**src/rtl/vertex_xform_seq.sv**
```systemverilog
// ---------------------------------------------------------------------------
// vertex_xform_seq
//   Fixed-point vertex transform: newv = M * v + T. M is a programmable 3x3
//   matrix and T a translation vector, both in Q(WIDTH-FRAC).FRAC. One
//   shared multiplier walks the matrix one coefficient per cycle, so a
//   vertex takes 13 cycles from the accepting edge to DONE.
//
//   State table:
//     state   | meaning
//     IDLE    | waiting for STARTER; coefficient writes accepted
//     ROW     | row r, cycle c: c=0..2 multiply-accumulate, c=3 finish row
//     FIN     | publish row registers to newx/newy/newz, pulse DONE
//
// Ports:
//   CLK, RESET        clock, synchronous active-high reset
//   STARTER           request, sampled only while BUSY=0
//   x, y, z           input vertex, captured on the accepting edge
//   M_WE/ADDR/DATA    coefficient write: 0-8 m00..m22, 9-11 tx..tz
//   BUSY, DONE        computation in progress, one-cycle result strobe
//   newx/newy/newz    transformed vertex, held until the next DONE
// ---------------------------------------------------------------------------
module vertex_xform_seq #(
    parameter int WIDTH    = 32,
    parameter int FRAC     = 16,
    parameter bit SATURATE = 1'b1
) (
    input  logic             CLK,
    input  logic             RESET,
    input  logic             STARTER,
    input  logic [WIDTH-1:0] x,
    input  logic [WIDTH-1:0] y,
    input  logic [WIDTH-1:0] z,
    input  logic             M_WE,
    input  logic [3:0]       M_ADDR,
    input  logic [WIDTH-1:0] M_DATA,
    output logic             BUSY,
    output logic             DONE,
    output logic [WIDTH-1:0] newx,
    output logic [WIDTH-1:0] newy,
    output logic [WIDTH-1:0] newz
);

    localparam int ACCW = 2 * WIDTH + 2;
    localparam logic [WIDTH-1:0] ONE     = WIDTH'(1) << FRAC;
    localparam logic [WIDTH-1:0] SAT_MAX = {1'b0, {(WIDTH-1){1'b1}}};
    localparam logic [WIDTH-1:0] SAT_MIN = {1'b1, {(WIDTH-1){1'b0}}};

    localparam logic [1:0] ST_IDLE = 2'd0;
    localparam logic [1:0] ST_ROW  = 2'd1;
    localparam logic [1:0] ST_FIN  = 2'd2;

    logic [1:0]             state;
    logic [1:0]             r;
    logic [1:0]             c;
    logic [WIDTH-1:0]       m [9];
    logic [WIDTH-1:0]       t [3];
    logic [WIDTH-1:0]       v [3];
    logic [WIDTH-1:0]       rowreg [3];
    logic signed [ACCW-1:0] acc;

    // A write landing on the accepting edge is parked here and applied in
    // FIN, so the vertex just accepted still sees the old coefficient.
    logic                   pend_we;
    logic [3:0]             pend_addr;
    logic [WIDTH-1:0]       pend_data;

    logic                   accept;
    logic                   wr_ok;
    logic                   wr_en;
    logic [3:0]             wr_addr;
    logic [WIDTH-1:0]       wr_data;

    logic signed [WIDTH-1:0]   coef;
    logic signed [WIDTH-1:0]   vsel;
    logic signed [WIDTH-1:0]   tsel;
    logic signed [2*WIDTH-1:0] prod;
    logic signed [ACCW-1:0]    prod_ext;
    logic signed [ACCW-1:0]    t_ext;
    logic signed [ACCW-1:0]    sum;
    logic signed [ACCW-1:0]    shifted;
    logic                      ovf;
    logic [WIDTH-1:0]          row_val;

    assign accept = (state == ST_IDLE) && STARTER;
    assign wr_ok  = M_WE && !BUSY && (M_ADDR <= 4'd11);

    always_comb begin
        coef = '0;
        vsel = '0;
        tsel = '0;
        case ({r, c})
            4'b0000: coef = m[0];
            4'b0001: coef = m[1];
            4'b0010: coef = m[2];
            4'b0100: coef = m[3];
            4'b0101: coef = m[4];
            4'b0110: coef = m[5];
            4'b1000: coef = m[6];
            4'b1001: coef = m[7];
            4'b1010: coef = m[8];
            default: coef = '0;
        endcase
        case (c)
            2'd0:    vsel = v[0];
            2'd1:    vsel = v[1];
            2'd2:    vsel = v[2];
            default: vsel = '0;
        endcase
        case (r)
            2'd0:    tsel = t[0];
            2'd1:    tsel = t[1];
            2'd2:    tsel = t[2];
            default: tsel = '0;
        endcase
    end

    assign prod     = coef * vsel;
    assign prod_ext = {{2{prod[2*WIDTH-1]}}, prod};
    assign t_ext    = {{(ACCW-WIDTH){tsel[WIDTH-1]}}, tsel};
    assign sum      = acc + (t_ext <<< FRAC);
    assign shifted  = sum >>> FRAC;

    // Result fits only if every bit above the WIDTH sign bit matches it.
    assign ovf = !((&shifted[ACCW-1:WIDTH-1]) || !(|shifted[ACCW-1:WIDTH-1]));

    always_comb begin
        row_val = shifted[WIDTH-1:0];
        if (SATURATE && ovf) begin
            row_val = shifted[ACCW-1] ? SAT_MIN : SAT_MAX;
        end
    end

    always_comb begin
        wr_en   = 1'b0;
        wr_addr = M_ADDR;
        wr_data = M_DATA;
        if (state == ST_FIN && pend_we) begin
            wr_en   = 1'b1;
            wr_addr = pend_addr;
            wr_data = pend_data;
        end else if (wr_ok && !accept) begin
            wr_en = 1'b1;
        end
    end

    always_ff @(posedge CLK) begin
        if (RESET) begin
            for (int i = 0; i < 9; i++) begin
                m[i] <= (i == 0 || i == 4 || i == 8) ? ONE : '0;
            end
            for (int i = 0; i < 3; i++) begin
                t[i] <= '0;
            end
            pend_we   <= 1'b0;
            pend_addr <= '0;
            pend_data <= '0;
        end else begin
            for (int i = 0; i < 9; i++) begin
                if (wr_en && wr_addr == 4'(i)) m[i] <= wr_data;
            end
            for (int i = 0; i < 3; i++) begin
                if (wr_en && wr_addr == 4'(i + 9)) t[i] <= wr_data;
            end
            if (wr_ok && accept) begin
                pend_we   <= 1'b1;
                pend_addr <= M_ADDR;
                pend_data <= M_DATA;
            end else if (state == ST_FIN) begin
                pend_we <= 1'b0;
            end
        end
    end

    always_ff @(posedge CLK) begin
        if (RESET) begin
            state <= ST_IDLE;
            r     <= '0;
            c     <= '0;
            acc   <= '0;
            BUSY  <= 1'b0;
            DONE  <= 1'b0;
            newx  <= '0;
            newy  <= '0;
            newz  <= '0;
            for (int i = 0; i < 3; i++) begin
                v[i]      <= '0;
                rowreg[i] <= '0;
            end
        end else begin
            DONE <= 1'b0;
            case (state)
                ST_IDLE: begin
                    if (STARTER) begin
                        v[0]  <= x;
                        v[1]  <= y;
                        v[2]  <= z;
                        acc   <= '0;
                        r     <= '0;
                        c     <= '0;
                        BUSY  <= 1'b1;
                        state <= ST_ROW;
                    end
                end
                ST_ROW: begin
                    if (c != 2'd3) begin
                        acc <= acc + prod_ext;
                        c   <= c + 2'd1;
                    end else begin
                        rowreg[r] <= row_val;
                        acc       <= '0;
                        c         <= '0;
                        if (r == 2'd2) begin
                            state <= ST_FIN;
                        end else begin
                            r <= r + 2'd1;
                        end
                    end
                end
                ST_FIN: begin
                    newx  <= rowreg[0];
                    newy  <= rowreg[1];
                    newz  <= rowreg[2];
                    DONE  <= 1'b1;
                    BUSY  <= 1'b0;
                    state <= ST_IDLE;
                end
                default: state <= ST_IDLE;
            endcase
        end
    end

endmodule

```
**config.mk**
```make
export PLATFORM = sky130hd
export DESIGN_NAME = vertex_xform_seq
export DESIGN_NICKNAME = d
export VERILOG_FILES = /design/src/rtl/vertex_xform_seq.sv
export SDC_FILE = /design/constraint.sdc
export NUM_CORES = 2
export LEC_CHECK = 0
export BUFFER_PORTS_ARGS = -buffer_cell sky130_fd_sc_hd__buf_2
export CAP_MARGIN = 20
export CORE_ASPECT_RATIO = 1.2
export CORE_UTILIZATION = 30
export DETAILED_ROUTE_END_ITERATION = 8
export PLACE_DENSITY = 0.43
export SYNTH_ARGS = -nofsm -noshare
export SYNTH_HDL_FRONTEND = slang
export SYNTH_SLANG_ARGS = --single-unit
```
**constraint.sdc**
```tcl
create_clock -name CLK -period 16.67 [get_ports CLK]
set_clock_uncertainty 0.15 [all_clocks]
set_input_delay 3.334 -clock CLK [delete_from_list [all_inputs] [get_ports CLK]]
set_output_delay 3.334 -clock CLK [all_outputs]
set_load 0.01 [all_outputs]
```
# Word level (Yosys, flattened, before mapping)
# Memory sizes are Yosys's and may differ from the RTL's. A register that Yosys moved wholly into a read port is not among the register bits.
# Index checks and enable logic that the tools add are counted.
# totals
reg_bits	111
ramBits	576
input_bits	136
out_inout_bits	98
word_cells	192
mem_count	4
# op_classes
add_sub_neg	4
mul	1
order_cmp	1
eq_ne	30
muxes	91
n_bitwise	15
n_reduce_logical	37
# mem_list
name	depth	width	read_ports	rd_ports_with_merged_regs	write_ports	line	text
m	9	32	9	0	9	55	logic [WIDTH-1:0] m [9];
rowreg	3	32	3	3	3	58	logic [WIDTH-1:0] rowreg [3];
t	3	32	3	0	3	56	logic [WIDTH-1:0] t [3];
v	3	32	3	0	3	57	logic [WIDTH-1:0] v [3];
# ops
operator	n
$mux 32	19
$pmux 32 s9	1
$pmux 32 s3	2
$mux 66	2
$pmux 66 s2	1
$add 66x48->66	1
$add 66x64->66	1
$mul 32x32->64	1
$mux 1	53
$reduce_or 32->1	1
$eq 4x3->1 const B	7
$eq 4x4->1 const B	7
$reduce_and 19->1	1
$reduce_or 19->1	1
$logic_and 1x1->1	18
$mux 2	8
$or 1x1->1	15
$eq 4x2->1 const B	3
$pmux 2 s2	3
$ne 2x2->1 const B	5
$eq 4x1->1 const B	2
$logic_not 4->1	2
$eq 2x1->1 const B	3
$eq 2x2->1 const B	3
11 further kinds	19

# Logic depth before layout (Yosys ltp)
# depth
word_depth	11
mapped_depth	40
depth_no_buf	33

# Worst setup path before layout
# Ideal clock, no wire load.
# synth_path
path_type	register to register
from	register r[0]
to	register acc[59]
setup_time_ps	63
t_arrival_ps	10389
t_required_ps	16457
path_slack_ps	6068
path_stages_with_launch	38
path_buffers	4
period_less_slack_ps	10602
cell_sequence	dfxtp_1 inv_1 ha_1 clkbuf_1 and2_1 clkbuf_1 clkbuf_1 a22oi_1 nand2_1 or3_1 clkbuf_1 nand2_1 inv_1 fa_1 inv_1 fa_1 inv_1 fa_1 [... 2 more ...] inv_1 fa_1 fa_1 fa_1 inv_1 fa_1 inv_1 ha_1 and2_1 and3_1 nand3_1 o31ai_1 nor4b_1 o31ai_1 a211oi_1 a21oi_1 or4b_2 nand3_1
# synth_via
elab_chain_cells	6
elab_cells_between_ends	14
cone_classes	1 x add/sub; 1 x mul; 8 x eq/ne; 3 x mux; 1 x reduce/logical
# synth_lines
item	line	text
start, declared	53	logic [1:0] r;
start signal, assigned	215	r <= r + 2'd1;
$eq 4x4->1, or another cell as far along	91	case ({r, c})
$pmux 32 s9 *	91	
$mul 32x32->64 *	117	assign prod = coef * vsel;
$add 66x64->66 *	206	acc <= acc + prod_ext;
$mux 66 *	205	if (c != 2'd3) begin
$pmux 66 s2 *	191	case (state)
end signal, assigned	206	
end, declared	59	logic signed [ACCW-1:0] acc;
# Every way passes the cells marked *; elsewhere a longest branch is shown, timed or not.
# A chain may end at the register's enable or synchronous reset.

# Worst setup path after layout
# layout_path
from	register c[0]
to	register acc[59]
# layout_via
elab_chain_cells	6
elab_cells_between_ends	19
cone_classes	1 x add/sub; 1 x mul; 11 x eq/ne; 4 x mux; 2 x reduce/logical
# layout_lines
item	line	text
start, declared	54	logic [1:0] c;
start signal, assigned	207	c <= c + 2'd1;
$eq 4x4->1, or another cell as far along	91	
$pmux 32 s9 or $pmux 32 s3 (tied branches)	91, 103	
$mul 32x32->64	117	
$add 66x64->66	206	
$mux 66 *	205	
$pmux 66 s2 *	191	
# Marked as above.

==> metrics <==
outcome=finished clean; post-route ant nets=0; vias in the first global route=58540; Most used DFF post-synth=edfxtp_1; CP top delay family=adder cells; DRT Pass-1 Iters=8; final hold vios=0; CP endpoint kind=flop; total number of vias=54890; Die H=547.9 µm; CTS tree=yes; Slew HR=16.83%; Clock Latency Late Sink=0.72 ns; Arrival @ worst endpoint=11.80 ns; Boundary Pins=234; drt drc=0; hold_buf cts=0; commonest non-fill, non-tap cell in the layout=inv_1; Yosys top cell area share=33.16%; share of layout cells above drive strength 1=8.541%; CP max stage cell=or4b_2; Post-Syn Area=74510 µm²; Vias/cell=5.007; CTS Buf Count=87; Post-Place Cells=10790; final worst path period share=67.84%; clock buffer depth=3; Metal-1 WL=112300 µm; HP Class=flop to flop; Post-synth EDFFs=576; WL met2=138000 µm; required time worst endpoint=17.16 ns; ys async rst share=0%; met3 wire length=11070 µm; CP peak stage delay=0.65 ns; Final Max Slew Viols=0; syn_nets=9254; Global Route Usage Sum=21.91%; MaxCap Viol Count=0; clk root buf=clkbuf_16; grt ovf=0; die area=250400 µm²; Iteration-0 DRC Markers=4118; Hold WS=0.3014 ns; fin crit period=11.31 ns; Setup Crit Path Kind=flop to flop; clk slew on worst S/H paths=0.06 ns; post-route insts no fill=10960; Mean Syn Cell Area=9.798 µm²; Buf+Inv Stages, Crit Path=11; Die W=456.9 µm; Least-Margin Pin Slew=1.243 ns; Core Area=247200 µm²; DR WL/cell=24.97 µm; Area growth syn-to-layout=11.18%; leading area contributor after synthesis=fa_1; top achievable clock speed=88.43 MHz; GPL Wtd Cong=0.9158; Placement Cell Area=79860 µm²; first-pass GRT wire length=403100 µm; Starting Density=30.14%; FF+latch count, synth=783; Ys Warns=0; RSZ-0062 raised after global routing=no; critical path startpoint category=flop; number of gates resized after cts=0; nets@finish=9303; Synth cell types=89; largest net degree at the start of global routing=148; row cnt=200; setup TNS=0 ns; top sig layer=met5; antenna violations before repair=9; Routed WL=273800 µm; Seq/Total Area, Yosys=28.78%; Setup Viol. Count Final=0; CP max FO=35; HPWL Detailed=213000 µm; Layout Cell Area excl Fill=82830 µm²; Post-Syn Instances=7604; number of post-CTS setup repair buffers=0; Clock Sinks=783; commonest cells after routing, fill and taps aside=inv_1, fa_1, nand2_1; htree depth=3; I/O Buffers=233; largest cells by area after synthesis=fa_1, edfxtp_1, inv_1, nand2_1, dfxtp_1
-- synthesized netlist by cell type (10+ instances only) --
master / count
dfxtp_1: 207
buf_1: 15
nor4_1: 10
o311ai_1: 11
inv_1: 1355
nor3_1: 102
and2_1: 121
or3_1: 44
buf_2: 20
a22oi_1: 137
o21a_1: 18
ha_1: 280
o21ai_0: 89
o21bai_1: 18
nand2_1: 1166
o211ai_1: 60
fa_1: 1234
nor2b_1: 14
a222oi_1: 46
nand4_1: 35
nand2b_1: 33
mux2i_1: 38
xor2_1: 40
a22o_1: 35
or2_2: 10
a211oi_1: 25
nand3_1: 140
o31ai_1: 12
and3_1: 12
a31o_2: 24
edfxtp_1: 576
a21o_1: 71
a21oi_1: 261
a31oi_1: 34
xnor2_1: 71
clkbuf_1: 405
nor2_1: 711
-- metal layers --
layer | vias to the layer above | GRT usage, %
met1 | 28840 | 27.30
met2 | 1462 | 38.69
li1 | 24210 | -
met4 | 2 | 8.646
met3 | 375 | 2.333
met5 | - | 0
-- through the flow --
stage          setup slack, ns  utilization, %
3_3_place_gp             4.958           32.27
2_1_floorplan            6.068               -
3_5_place_dp             5.391           32.30
6_report                 5.361           33.50
5_1_grt                  4.752           33.50
4_1_cts                  5.361           33.48
-- registers in the layout, indices dropped and copies added (netlist names), 66 cells and up --
signal / cells
m: 288
rowreg: 96
v: 96
t: 96
acc: 66
-- tightest hold or removal path: cells and delay by family, from the launching register on --
| kind | cells | cell delay [ns] |
|---|---|---|
| compound gates | 1 | 0.05 |
| flops | 1 | 0.30 |
| simple gates | 1 | 0.05 |
-- cells by family after synthesis --
family | Yosys count | share of synthesized area, %
simple gates | 2432 | 13.82
buf+inv | 1798 | 9.107
fa+ha+maj | 1514 | 37.86
compound gates | 928 | 8.628
flops | 783 | 28.78
xor+xnor | 111 | 1.305
mux | 38 | 0.5105
-- final cells by class --
class / count / area (µm²)
Tap cell: 3232 / 4044
Clock buffer: 118 / 2365
Fill cell: 25320 / 164400
Timing Repair Buffer: 402 / 2534
Clock inverter: 45 / 543.0
Inverter: 1356 / 5090
Multi-Input combinational cell: 5023 / 46810
Sequential cell: 783 / 21440
Antenna cell: 4 / 10.01
-- final timing paths --
check                 from  endpoint  slack (ns)  cells past startpoint
setup / recovery      c[0]   acc[59]        5.36                     36
hold / removal    newz[30]  newz[30]        0.30                      2
setup reg to reg      c[0]   acc[59]        5.36                     36
hold reg to reg   newz[30]  newz[30]        0.30                      2
Power is left out: the tool's default activity adds up to more than one toggle a clock period on the data nets, which glitch-free logic cannot reach.
